[src/rtl/button_pkg.sv]
// Shared types and defaults for the push-button conditioner.
// Optional feature macro: LONG_PRESS_EN (enables the long-press strobe in debounce_channel).
package button_pkg;

  // Per-channel debounce state
  typedef enum logic [1:0] {
    IDLE   = 2'd0,  // released and stable
    P_WAIT = 2'd1,  // pressed level seen, waiting for it to stay stable
    HELD   = 2'd2,  // accepted press
    R_WAIT = 2'd3   // released level seen, waiting for it to stay stable
  } db_state_t;

  // 10 ms at 12 MHz
  localparam int unsigned DEBOUNCE_CYCLES_DEF = 32'd120000;
  // 1 s at 12 MHz
  localparam int unsigned LONG_CYCLES_DEF     = 32'd12000000;

  function automatic int unsigned max_u(input int unsigned a, input int unsigned b);
    return (a > b) ? a : b;
  endfunction

  // Counter must be able to hold max(debounce, long) so the long count can saturate at LONG_CYCLES
  function automatic int unsigned cnt_width(input int unsigned db_cycles, input int unsigned long_cycles);
    return $clog2(max_u(db_cycles, long_cycles) + 1);
  endfunction

endpackage

[src/rtl/debounce_channel.sv]
// One button channel: 2-flop synchroniser on the raw active-low pin, then a
// debounce FSM that accepts a level only after it has been stable for
// DEBOUNCE_CYCLES consecutive cycles, emitting one-cycle press/release strobes.
// Optional feature macro: LONG_PRESS_EN -- when defined, the counter keeps
// running while HELD and fires a single long_press_o strobe after LONG_CYCLES.
module debounce_channel
  import button_pkg::*;
#(
  parameter int unsigned DEBOUNCE_CYCLES = DEBOUNCE_CYCLES_DEF,
  parameter int unsigned LONG_CYCLES     = LONG_CYCLES_DEF
) (
  input  logic clk,
  input  logic rst,
  input  logic button_i,      // raw pin, active-low, asynchronous
  output logic level_o,       // debounced level, 1 = pressed
  output logic press_o,       // one-cycle strobe on accepted press
  output logic release_o,     // one-cycle strobe on accepted release
  output logic long_press_o   // one-cycle strobe on long hold
);

  localparam int unsigned CNT_W = cnt_width(DEBOUNCE_CYCLES, LONG_CYCLES);

  // The FSM spends one cycle in IDLE/HELD noticing the new level before the
  // wait state starts counting, so the wait state terminates when the counter
  // sits at DEBOUNCE_CYCLES-2. A 1-cycle debounce skips the wait states.
  localparam bit DB_SINGLE = (DEBOUNCE_CYCLES <= 1);
  localparam logic [CNT_W-1:0] DB_LAST =
    CNT_W'((DEBOUNCE_CYCLES >= 2) ? (DEBOUNCE_CYCLES - 2) : 0);

`ifdef LONG_PRESS_EN
  // Long strobe fires on the edge where the count has reached LONG_CYCLES-1;
  // the counter then parks at LONG_CYCLES so the strobe cannot repeat.
  localparam logic [CNT_W-1:0] LONG_LAST = CNT_W'(LONG_CYCLES - 1);
  localparam logic [CNT_W-1:0] LONG_SAT  = CNT_W'(LONG_CYCLES);
`endif

  logic             sync1_q;
  logic             sync2_q;
  logic             pressed;
  db_state_t        state_q;
  logic [CNT_W-1:0] cnt_q;
  logic             level_q;
  logic             press_q;
  logic             release_q;
  logic             long_q;

  // Two-flop synchroniser; reset value 1 means "released" for an active-low pin
  always_ff @(posedge clk or posedge rst) begin
    if (rst) begin
      sync1_q <= 1'b1;
      sync2_q <= 1'b1;
    end else begin
      sync1_q <= button_i;
      sync2_q <= sync1_q;
    end
  end

  assign pressed = ~sync2_q;

  // Debounce FSM with counter and registered level/strobe outputs
  always_ff @(posedge clk or posedge rst) begin
    if (rst) begin
      state_q   <= IDLE;
      cnt_q     <= '0;
      level_q   <= 1'b0;
      press_q   <= 1'b0;
      release_q <= 1'b0;
      long_q    <= 1'b0;
    end else begin
      // strobes default low; each is raised for exactly one cycle below
      press_q   <= 1'b0;
      release_q <= 1'b0;
      long_q    <= 1'b0;
      case (state_q)
        IDLE: begin
          if (pressed) begin
            cnt_q <= '0;
            if (DB_SINGLE) begin
              state_q <= HELD;
              level_q <= 1'b1;
              press_q <= 1'b1;
            end else begin
              state_q <= P_WAIT;
            end
          end
        end

        P_WAIT: begin
          if (!pressed) begin
            // bounce: drop back silently
            state_q <= IDLE;
            cnt_q   <= '0;
          end else if (cnt_q == DB_LAST) begin
            state_q <= HELD;
            level_q <= 1'b1;
            press_q <= 1'b1;
            cnt_q   <= '0;
          end else begin
            cnt_q <= cnt_q + CNT_W'(1);
          end
        end

        HELD: begin
          if (!pressed) begin
            cnt_q <= '0;
            if (DB_SINGLE) begin
              state_q   <= IDLE;
              level_q   <= 1'b0;
              release_q <= 1'b1;
            end else begin
              state_q <= R_WAIT;
            end
          end
`ifdef LONG_PRESS_EN
          else if (cnt_q == LONG_LAST) begin
            long_q <= 1'b1;
            cnt_q  <= LONG_SAT;
          end else if (cnt_q != LONG_SAT) begin
            cnt_q <= cnt_q + CNT_W'(1);
          end
`endif
        end

        R_WAIT: begin
          if (pressed) begin
            // bounce while releasing: still held, long count starts over
            state_q <= HELD;
            cnt_q   <= '0;
          end else if (cnt_q == DB_LAST) begin
            state_q   <= IDLE;
            level_q   <= 1'b0;
            release_q <= 1'b1;
            cnt_q     <= '0;
          end else begin
            cnt_q <= cnt_q + CNT_W'(1);
          end
        end

        default: begin
          state_q <= IDLE;
          cnt_q   <= '0;
          level_q <= 1'b0;
        end
      endcase
    end
  end

  assign level_o      = level_q;
  assign press_o      = press_q;
  assign release_o    = release_q;
  assign long_press_o = long_q;

endmodule

[src/rtl/button_debounce.sv]
// Push-button front end: N_BUTTONS independent debounce channels, each turning
// a raw active-low asynchronous pin into a clean active-high level plus
// one-cycle press/release (and optionally long-press) strobes.
// Optional feature macro: LONG_PRESS_EN (long_press_o stays 0 when undefined).
module button_debounce
  import button_pkg::*;
#(
  parameter int unsigned N_BUTTONS       = 2,
  parameter int unsigned DEBOUNCE_CYCLES = DEBOUNCE_CYCLES_DEF,
  parameter int unsigned LONG_CYCLES     = LONG_CYCLES_DEF
) (
  input  logic                 clk,
  input  logic                 rst,
  input  logic [N_BUTTONS-1:0] buttons_i,
  output logic [N_BUTTONS-1:0] level_o,
  output logic [N_BUTTONS-1:0] press_o,
  output logic [N_BUTTONS-1:0] release_o,
  output logic [N_BUTTONS-1:0] long_press_o
);

  // One fully independent channel per pin
  for (genvar gi = 0; gi < N_BUTTONS; gi++) begin : g_ch
    debounce_channel #(
      .DEBOUNCE_CYCLES (DEBOUNCE_CYCLES),
      .LONG_CYCLES     (LONG_CYCLES)
    ) u_ch (
      .clk          (clk),
      .rst          (rst),
      .button_i     (buttons_i[gi]),
      .level_o      (level_o[gi]),
      .press_o      (press_o[gi]),
      .release_o    (release_o[gi]),
      .long_press_o (long_press_o[gi])
    );
  end

endmodule

[config.mk]
export PLATFORM = sky130hd
export DESIGN_NAME = button_debounce
export DESIGN_NICKNAME = d
export VERILOG_FILES = /design/src/rtl/button_pkg.sv /design/src/rtl/debounce_channel.sv /design/src/rtl/button_debounce.sv
export SDC_FILE = /design/constraint.sdc
export NUM_CORES = 1
export LEC_CHECK = 0
export CAP_MARGIN = 20
export CELL_PAD_IN_SITES_DETAIL_PLACEMENT = 0
export CELL_PAD_IN_SITES_GLOBAL_PLACEMENT = 1
export CORE_ASPECT_RATIO = 0.6
export CORE_MARGIN = 5
export CORE_UTILIZATION = 45
export CTS_CLUSTER_DIAMETER = 40
export CTS_CLUSTER_SIZE = 30
export DETAILED_ROUTE_END_ITERATION = 16
export PLACE_DENSITY_LB_ADDON = 0.1
export SYNTH_ARGS = -nofsm -noshare
export SYNTH_HDL_FRONTEND = slang
export SYNTH_HIERARCHICAL = 1
export SYNTH_SLANG_ARGS = --single-unit
[constraint.sdc]
create_clock -name clk -period 3.23 [get_ports clk]
set_input_delay 0.646 -clock clk [delete_from_list [all_inputs] [get_ports clk]]
set_output_delay 0.646 -clock clk [all_outputs]
set_load 0.05 [all_outputs]
==> results_tabular.tex, run 1 <==
\begin{tabular}{lr}
\hline
Metric & Value \\
\hline
\multicolumn{2}{l}{\textbf{Outcome}} \\
Outcome & complete, no violations \\
\multicolumn{2}{l}{\textbf{Critical path}} \\
Capturing point of the worst reg2reg path & g\_ch[1].u\_ch/cnt\_q[13] \\
Worst Path Required & 3.45 ns \\
Chain of cells forming the critical path & inv\_1 > ha\_1 > or4b\_1 > or4\_4 > o21a\_1 > and2\_0 > mux2\_2 \\
Data arrival time of the critical path & 2.94 ns \\
Origin of the worst setup path & g\_ch[1].u\_ch/cnt\_q[0] \\
Flop-to-flop setup slack & 0.51 ns \\
WP depth & 7 \\
Top cell family by delay on the critical path & simple AND/OR/NAND/NOR gates \\
Master of the slowest instance on the critical path & sky130\_fd\_sc\_hd\_\_or4\_4 \\
CP endpoint kind & register \\
Reg-to-reg critical path startpoint & g\_ch[1].u\_ch/cnt\_q[0] \\
Worst setup path class & reg2reg \\
Bufs and invs on worst path & 1 \\
Endpoint of the worst setup timing path & g\_ch[1].u\_ch/cnt\_q[13] \\
Worst R2R Path Depth & 7 \\
Worst stage delay on the critical path & 0.51 ns \\
CP Launch Type & register \\
Largest fanout of any net on the critical path & 18 \\
\multicolumn{2}{l}{\textbf{Layout}} \\
FILL cells & 735 \\
Count of inserted antenna diode cells & 0 \\
Footprint of the multi-input gates & 1780 um2 \\
Fraction of final layout cells with drive strength greater than 1 & 0.0995 \\
Storage cell area & 1560 um2 \\
Final non-filler cell area & 3970 um2 \\
Syn-to-layout area delta & 12.7\% \\
Final nets & 405 \\
\multicolumn{2}{l}{\textbf{STA}} \\
Max-slew headroom & 0.368 \\
Count of final setup violators & 0 \\
Share of the cycle needed by the critical path after routing & 0.842 \\
Maximum frequency from static timing analysis & 0.367 GHz \\
Final number of hold-violating endpoints & 0 \\
Worst Max-Slew Pin Slew & 0.940 ns \\
Post-layout min period & 2.72 ns \\
Max-slew violations & 0 \\
RSZ-0062 raised after global routing & false \\
Final-layout setup total negative slack & 0 ns \\
Clock Skew & 0.00936 ns \\
\multicolumn{2}{l}{\textbf{Placement}} \\
Post-Place Cell Area & 3690 um2 \\
Port Buffers & 9 \\
HPWL Detailed & 5960 um \\
Placer Congestion & 0.788 \\
\multicolumn{2}{l}{\textbf{Detailed routing}} \\
Drc violations & 0 \\
DRT antenna net count & 0 \\
Via Count & 2945 \\
DRC marker count from the first detailed-route iteration & 226 \\
Avg WL per Cell & 16.6 um \\
DR vias/cell & 5.77 \\
Total wirelength of the detailed-routed design & 8490 um \\
Detailed-router iteration count before antenna repair & 4 \\
\multicolumn{2}{l}{\textbf{GRT}} \\
Global-route wire length before repair & 14400 um \\
Sum of overflow across all layers after global routing & 0 \\
Initial antenna violation count & 0 \\
Vias in the first global route & 2640 \\
Pin count of the biggest net entering global routing & 32 \\
All-Layer GR Usage & 0.188 \\
\multicolumn{2}{l}{\textbf{Yosys}} \\
Register area share after synthesis & 0.442 \\
Cell variety after synth & 59 \\
Top post-synthesis cells by count & sky130\_fd\_sc\_hd\_\_dfrtp\_1 (58), sky130\_fd\_sc\_hd\_\_nand2\_1 (45), sky130\_fd\_sc\_hd\_\_nand3\_1 (31) \\
Number of flip-flops and latches in the synthesized netlist & 62 \\
Nets in the synthesized netlist & 397 \\
Yosys top cell by area & sky130\_fd\_sc\_hd\_\_dfrtp\_1 \\
Largest cells by area after synthesis & sky130\_fd\_sc\_hd\_\_dfrtp\_1 (41\%), sky130\_fd\_sc\_hd\_\_nand2\_1 (4.8\%), sky130\_fd\_sc\_hd\_\_nand3\_1 (4.4\%) \\
Synthesized cell area & 3520 um2 \\
Area share of the largest cell type after synthesis & 0.412 \\
Synth Area per Inst & 9.06 um2 \\
Gate count after technology mapping & 389 \\
Share of synthesized flip-flops with an asynchronous set or reset & 1.00 \\
Ys Warns & 6 \\
Most used DFF post-synth & sky130\_fd\_sc\_hd\_\_dfrtp\_1 \\
Number of enable-type register cells in the synthesized netlist & 0 \\
Most frequently used cell type in the post-synthesis netlist & sky130\_fd\_sc\_hd\_\_dfrtp\_1 \\
\multicolumn{2}{l}{\textbf{Clock network}} \\
Post-cts resize count & 0 \\
Clock tree from TritonCTS & yes \\
Number of clock buffers inserted by TritonCTS & 9 \\
Quantity of hold-fixing buffers added after cts & 0 \\
Maximum count of clock buffers along a single path & 2 \\
Post-CTS Setup Inserts & 0 \\
Clock insertion delay at the later pin of the skew report & 0.33 ns \\
Clock net sink count & 62 \\
Level count of the clock H-tree & 3 \\
Clock Root Buffer & sky130\_fd\_sc\_hd\_\_clkbuf\_16 \\
Clock-pin transition on the worst setup and hold timing paths & 0.05 ns \\
\multicolumn{2}{l}{\textbf{Worst hold path}} \\
Class of the tightest hold or removal check & reg2reg \\
Worst Hold Path Cells & 0 \\
\multicolumn{2}{l}{\textbf{Pwr}} \\
Worst vdd rail ir drop & 0.000280 V \\
Static leakage & 1.67 nW \\
Power density over the cells & 464 nW/um2 \\
\multicolumn{2}{l}{\textbf{Floorplanning}} \\
Starting utilization of the core area & 0.454 \\
Top-Level Pins & 12 \\
Die height & 78.5 um \\
Floorplan Core Area & 7760 um2 \\
Die width & 124 um \\
Die footprint & 9760 um2 \\
Row Count & 25 \\
\multicolumn{2}{l}{\textbf{Flow run}} \\
Max cap viols & 0 \\
\hline
\end{tabular}
cells by family (layout without fill, tap and decap cells):
family / Yosys count / after routing / share of synthesized area
compound gates: 90 / 90 / 0.157
xor+xnor: 2 / 2 / 0.00497
fa+ha+maj: 4 / 4 / 0.0142
buf+inv: 38 / 51 / 0.0526
flops: 62 / 62 / 0.442
mux: 8 / 8 / 0.0231
other cells: 2 / 2 / 0.00213
simple gates: 183 / 183 / 0.304
where the power goes:
group	leakage [nW]	internal, mW	total, mW	switching, mW
Sequential	0.845	0.792	0.813	0.0205
Combinational	0.687	0.0313	0.102	0.0705
Clock	0.143	0.591	0.928	0.337
Total	1.67	1.41	1.84	0.428
metrics by stage:
stage	total power, mW	setup WS [ns]	utilization	hold slack, ns	std cells
detailed placement	0.928	0.541	0.475	0.347	494
global route	1.92	0.403	0.512	0.361	510
finish	1.84	0.509	0.512	0.356	510
floorplan	0.897	0.878	-	0.345	389
global placement	0.925	0.596	0.475	0.347	494
CTS	1.87	0.521	0.512	0.357	510
how the worst min path moves through the flow:
stage / startpoint / to / slack, ns
2_1_floorplan: g_ch[0].u_ch/sync1_q / g_ch[0].u_ch/sync2_q / 0.35
3_3_place_gp: g_ch[0].u_ch/sync1_q / g_ch[0].u_ch/sync2_q / 0.35
3_5_place_dp: g_ch[1].u_ch/sync1_q / g_ch[1].u_ch/sync2_q / 0.35
4_1_cts: g_ch[1].u_ch/sync1_q / g_ch[1].u_ch/sync2_q / 0.36
5_1_grt: g_ch[1].u_ch/sync1_q / g_ch[1].u_ch/sync2_q / 0.36
6_report: g_ch[1].u_ch/sync1_q / g_ch[1].u_ch/sync2_q / 0.36
metal layers:
layer / routed length (um) / vias up / global-route usage
li1: - / 1454 / -
met3: 487 / 9 / 0.0551
met4: 104 / 0 / 0.0558
met2: 2960 / 79 / 0.221
met1: 4940 / 1403 / 0.310
met5: 0 / - / 0
registers in the layout, summed over array words and instances, names as in the netlist, named ones only:
register	flops
g_ch.u_ch/level_o	2
g_ch.u_ch/state_q	2
g_ch.u_ch/release_o	2
g_ch.u_ch/cnt_q	48
g_ch.u_ch/sync2_q	2
g_ch.u_ch/sync1_q	2
g_ch.u_ch/press_o	2
area by class of cell:
cell class,count,share of cell area
multi-input cells,289,0.449
repair buffers,16,0.0359
inverters,19,0.0180
flip-flops and latches,62,0.392
clock buffers,11,0.0586
well taps,108,0.0340
clock inverters,5,0.0126
placed cells by master (no fill, tap or decap), types with 2 or more instances in the layout:
cell                              netlist  layout
sky130_fd_sc_hd__a21o_1                 7       7
sky130_fd_sc_hd__a21oi_1               24      24
sky130_fd_sc_hd__a22o_1                 3       3
sky130_fd_sc_hd__a31oi_1               20      20
sky130_fd_sc_hd__a32oi_1                3       3
sky130_fd_sc_hd__and2_0                 2       2
sky130_fd_sc_hd__and2_1                 4       4
sky130_fd_sc_hd__and3_1                11      11
sky130_fd_sc_hd__and4_1                 6       6
sky130_fd_sc_hd__buf_4                  5       7
sky130_fd_sc_hd__clkbuf_1               4       2
sky130_fd_sc_hd__clkbuf_16              0       9
sky130_fd_sc_hd__clkdlybuf4s50_1        0       9
sky130_fd_sc_hd__clkinv_2               0       4
sky130_fd_sc_hd__conb_1                 2       2
sky130_fd_sc_hd__dfrtp_1               58      58
sky130_fd_sc_hd__dfstp_2                4       4
sky130_fd_sc_hd__ha_1                   4       4
sky130_fd_sc_hd__inv_1                 19      19
sky130_fd_sc_hd__mux2i_1                7       7
sky130_fd_sc_hd__nand2_1               45      45
sky130_fd_sc_hd__nand2b_1               4       4
sky130_fd_sc_hd__nand3_1               31      31
sky130_fd_sc_hd__nand4_1               10      10
sky130_fd_sc_hd__nor2_1                12      12
sky130_fd_sc_hd__nor2b_1                3       3
sky130_fd_sc_hd__nor3_1                 8       8
sky130_fd_sc_hd__nor3b_1                7       7
sky130_fd_sc_hd__nor4_1                 7       7
sky130_fd_sc_hd__nor4_2                 2       2
sky130_fd_sc_hd__nor4b_1                3       3
sky130_fd_sc_hd__o211ai_1               2       2
sky130_fd_sc_hd__o21a_1                 3       3
sky130_fd_sc_hd__o21ai_0               22      22
sky130_fd_sc_hd__or2_2                  3       3
sky130_fd_sc_hd__or3_1                  9       9
sky130_fd_sc_hd__or4_1                  3       3
sky130_fd_sc_hd__xnor2_1                2       2
worst reg2reg max path: cells and delay by family, from the launching register on:
kind	cells	cell delay (ns)
mux	1	0.26
fa+ha+maj	1	0.19
simple gates	3	1.22
compound gates	1	0.43
buf+inv	1	0.08
flops	1	0.43
Note: power is estimated with default switching activity, not from simulation.
==> run 2: changes to the inputs <==
--- a/config.mk
+++ b/config.mk
@@ -10,7 +10,7 @@
 export CELL_PAD_IN_SITES_GLOBAL_PLACEMENT = 1
 export CORE_ASPECT_RATIO = 0.6
 export CORE_MARGIN = 5
-export CORE_UTILIZATION = 45
+export CORE_UTILIZATION = 43
 export CTS_CLUSTER_DIAMETER = 40
 export CTS_CLUSTER_SIZE = 30
 export DETAILED_ROUTE_END_ITERATION = 16
==> constraint.sdc (replaced) <==
create_clock -name clk -period 2.3 [get_ports clk]
set_input_delay 0.46 -clock clk [delete_from_list [all_inputs] [get_ports clk]]
set_output_delay 0.46 -clock clk [all_outputs]
set_load 0.05 [all_outputs]
==> run 2 against run 1 <==
Combinational power increased by 66%. Count of clock-buffer cells in the layout unchanged. Register-to-register slack got worse by 0.49 ns. Hold slack got worse by 0.00065 ns. Sequential power increased by 40%. First-iteration DRC count increased by 32%. Critical path depth unchanged. Sequential share of layout area decreased by 2.5 points.
==> results_tabular.tex, run 2 (synthesized netlist as in run 1, its figures left out) <==
\begin{tabular}{lr}
\hline
Metric & Value \\
\hline
\multicolumn{2}{l}{\textbf{Floorplanning}} \\
Die height & 80.1 um (+2.0\%) \\
Die width & 127 um (+2.1\%) \\
Floorplan Core Area & 7910 um2 (+2.0\%) \\
Row Count & 25 (unchanged) \\
Top-Level Pins & 12 (unchanged) \\
Starting utilization of the core area & 0.445 (-0.00898) \\
Die footprint & 10200 um2 (+4.2\%) \\
\multicolumn{2}{l}{\textbf{Critical path}} \\
Worst Path Required & 2.51 ns (-0.94 ns) \\
Worst setup path class & reg2reg \\
Critical path's most frequent cell & sky130\_fd\_sc\_hd\_\_buf\_4 \\
CP endpoint kind & register \\
CP Launch Type & register \\
Data arrival time of the critical path & 2.49 ns (-0.45 ns) \\
Chain of cells forming the critical path & or4\_1 > or4\_4 > o21ai\_4 > buf\_4 > buf\_4 > or3\_1 > nand3\_1 \\
Worst stage delay on the critical path & 0.54 ns (+0.03 ns) \\
Largest fanout of any net on the critical path & 5 (-13) \\
Master of the slowest instance on the critical path & sky130\_fd\_sc\_hd\_\_or4\_1 \\
\multicolumn{2}{l}{\textbf{Pwr}} \\
Overall power & 2.80 mW (+52\%) \\
Comb power frac & 0.060 (+0.005) \\
Internal power & 2.17 mW (+53\%) \\
Register share of total power & 0.406 (-0.035) \\
Switching share of total power & 0.225 (-0.00735) \\
Power density over the cells & 661 nW/um2 (+42\%) \\
P\_sw & 0.630 mW (+47\%) \\
Worst vdd rail ir drop & 0.000355 V (+27\%) \\
Static leakage & 1.84 nW (+9.9\%) \\
Share of total power in the clock network & 0.534 (+0.030) \\
\multicolumn{2}{l}{\textbf{Layout}} \\
Syn-to-layout area delta & 20.3\% \\
Register name with the most flops & g\_ch.u\_ch/cnt\_q \\
FILL cells & 724 (-1.5\%) \\
Final non-filler cell area & 4240 um2 (+6.7\%) \\
Footprint of the multi-input gates & 1800 um2 (+0.98\%) \\
Final instance count without filler cells & 536 (+5.1\%) \\
Final nets & 432 (+6.7\%) \\
Most frequent cells in the layout & sky130\_fd\_sc\_hd\_\_dfrtp\_1 (58), sky130\_fd\_sc\_hd\_\_nand2\_1 (45), sky130\_fd\_sc\_hd\_\_buf\_4 (32) \\
Most common cell after layout, fill and taps aside & sky130\_fd\_sc\_hd\_\_dfrtp\_1 \\
Storage cell area & 1560 um2 (unchanged) \\
Flip-flop count of the largest register, all copies and words added & 48 (unchanged) \\
Count of inserted antenna diode cells & 0 (unchanged) \\
Fraction of final layout cells with drive strength greater than 1 & 0.171 (+0.0711) \\
Final cell utilization of the core & 0.535 (+0.0237) \\
\multicolumn{2}{l}{\textbf{Detailed routing}} \\
Avg WL per Cell & 16.8 um (+0.83\%) \\
DRC marker count from the first detailed-route iteration & 299 (+32\%) \\
DRT antenna net count & 0 (unchanged) \\
Via Count & 3121 (+6.0\%) \\
DR vias/cell & 5.82 (+0.84\%) \\
Drc violations & 0 (unchanged) \\
Total wirelength of the detailed-routed design & 8990 um (+6.0\%) \\
Detailed-router iteration count before antenna repair & 5 (+1) \\
\multicolumn{2}{l}{\textbf{STA}} \\
Final-layout setup total negative slack & 0 ns (unchanged) \\
Max-slew headroom & 0.662 (+0.294) \\
Share of the cycle needed by the critical path after routing & 0.991 (+0.148) \\
RSZ-0062 raised after global routing & true \\
Final number of hold-violating endpoints & 0 (unchanged) \\
Maximum frequency from static timing analysis & 0.439 GHz (+19\%) \\
Max-slew violations & 0 (unchanged) \\
Post-layout min period & 2.28 ns (-0.443 ns) \\
Worst Max-Slew Pin Slew & 0.506 ns (-0.434 ns) \\
Clock Skew & 0.00653 ns (-0.00283 ns) \\
Count of final setup violators & 0 (unchanged) \\
\multicolumn{2}{l}{\textbf{Placement}} \\
HPWL Detailed & 6520 um (+9.3\%) \\
Cells after DPL & 518 (+4.9\%) \\
Placer Congestion & 0.809 (+2.6\%) \\
Port Buffers & 9 (unchanged) \\
Post-Place Cell Area & 3870 um2 (+4.9\%) \\
\multicolumn{2}{l}{\textbf{Clock network}} \\
Level count of the clock H-tree & 3 (unchanged) \\
Clock tree from TritonCTS & yes \\
Clock-pin transition on the worst setup and hold timing paths & 0.06 ns (about the same) \\
Clock insertion delay at the later pin of the skew report & 0.34 ns (about the same) \\
Quantity of hold-fixing buffers added after cts & 0 (unchanged) \\
Number of clock buffers inserted by TritonCTS & 9 (unchanged) \\
Clock Root Buffer & sky130\_fd\_sc\_hd\_\_clkbuf\_16 \\
Clock net sink count & 62 (unchanged) \\
Maximum count of clock buffers along a single path & 2 (unchanged) \\
\multicolumn{2}{l}{\textbf{GRT}} \\
Global-route wire length before repair & 15000 um (+3.9\%) \\
All-Layer GR Usage & 0.193 (+0.00503) \\
Initial antenna violation count & 0 (unchanged) \\
Vias in the first global route & 2722 (+3.1\%) \\
Pin count of the biggest net entering global routing & 32 (unchanged) \\
Sum of overflow across all layers after global routing & 0 (unchanged) \\
\multicolumn{2}{l}{\textbf{Outcome}} \\
Outcome & complete, no violations \\
\multicolumn{2}{l}{\textbf{Flow run}} \\
Max cap viols & 0 (unchanged) \\
\multicolumn{2}{l}{\textbf{Worst hold path}} \\
Class of the tightest hold or removal check & reg2reg \\
\hline
\end{tabular}
[run 2: cell types whose count changed in the layout (fill, tap and decap cells not counted), sizes merged]
cell,previous run,this run
buf,7,34
bufinv,1,2
clkinv,4,2
[run 2: cell type report]
class / count / area share
Multi-Input combinational cell: 289 / 0.425
Sequential cell: 62 / 0.367
Timing Repair Buffer: 43 / 0.0833
Clock buffer: 11 / 0.0596
Tap cell: 108 / 0.0319
Inverter: 19 / 0.0168
Clock inverter: 4 / 0.0165
[run 2: final timing paths]
| kind | start | to | depth (start not counted) | slack (ns) |
|---|---|---|---|---|
| setup / recovery | g_ch[1].u_ch/cnt_q[20] | g_ch[1].u_ch/cnt_q[22] | 7 | 0.02 |
| hold / removal | g_ch[1].u_ch/sync1_q | g_ch[1].u_ch/sync2_q | 0 | 0.36 |
| setup reg to reg | g_ch[1].u_ch/cnt_q[20] | g_ch[1].u_ch/cnt_q[22] | 7 | 0.02 |
| hold reg to reg | g_ch[1].u_ch/sync1_q | g_ch[1].u_ch/sync2_q | 0 | 0.36 |
| max in group asynchronous | rst | g_ch[0].u_ch/sync2_q | 3 | 1.42 |
| min in group asynchronous | rst | g_ch[1].u_ch/level_o | 3 | 0.55 |
[run 2: worst max-delay path: cells and delay by family (launching register included)]
family / cells / cell delay [ns]
AND/OR/NAND/NOR: 4 / 1.23
flip-flops: 1 / 0.40
buffers and inverters: 2 / 0.27
AO/OA/AOI/OAI: 1 / 0.26
[run 2: power groups by stage]
stage          clock network, mW  logic (mW)  registers [mW]
4_1_cts                     1.51       0.161            1.14
3_3_place_gp                   0       0.158            1.15
3_5_place_dp                   0       0.160            1.15
5_1_grt                     1.58       0.188            1.14
2_1_floorplan                  0       0.110            1.15
6_report                    1.50       0.169            1.14
[run 2: metal layers]
metal / wire length, um / GRT usage
met5: 0 / 0
met4: 142 / 0.0546
met3: 827 / 0.0611
met2: 3070 / 0.223
met1: 4960 / 0.321
[run 2: timing repair]
item | 4_1_cts | 5_1_grt
buffers inserted | 0 | 3
gates resized for setup | 0 | 10
setup endpoints to repair | 0 | 18
[run 2: through the flow]
stage	hold WS (ns)	setup WS (ns)
after detailed placement	0.348	0.0228
final	0.355	0.0214
after global placement	0.347	0.0491
after global routing	0.360	-0.0804
after floorplan	0.345	-0.0473
after CTS	0.356	0.0155
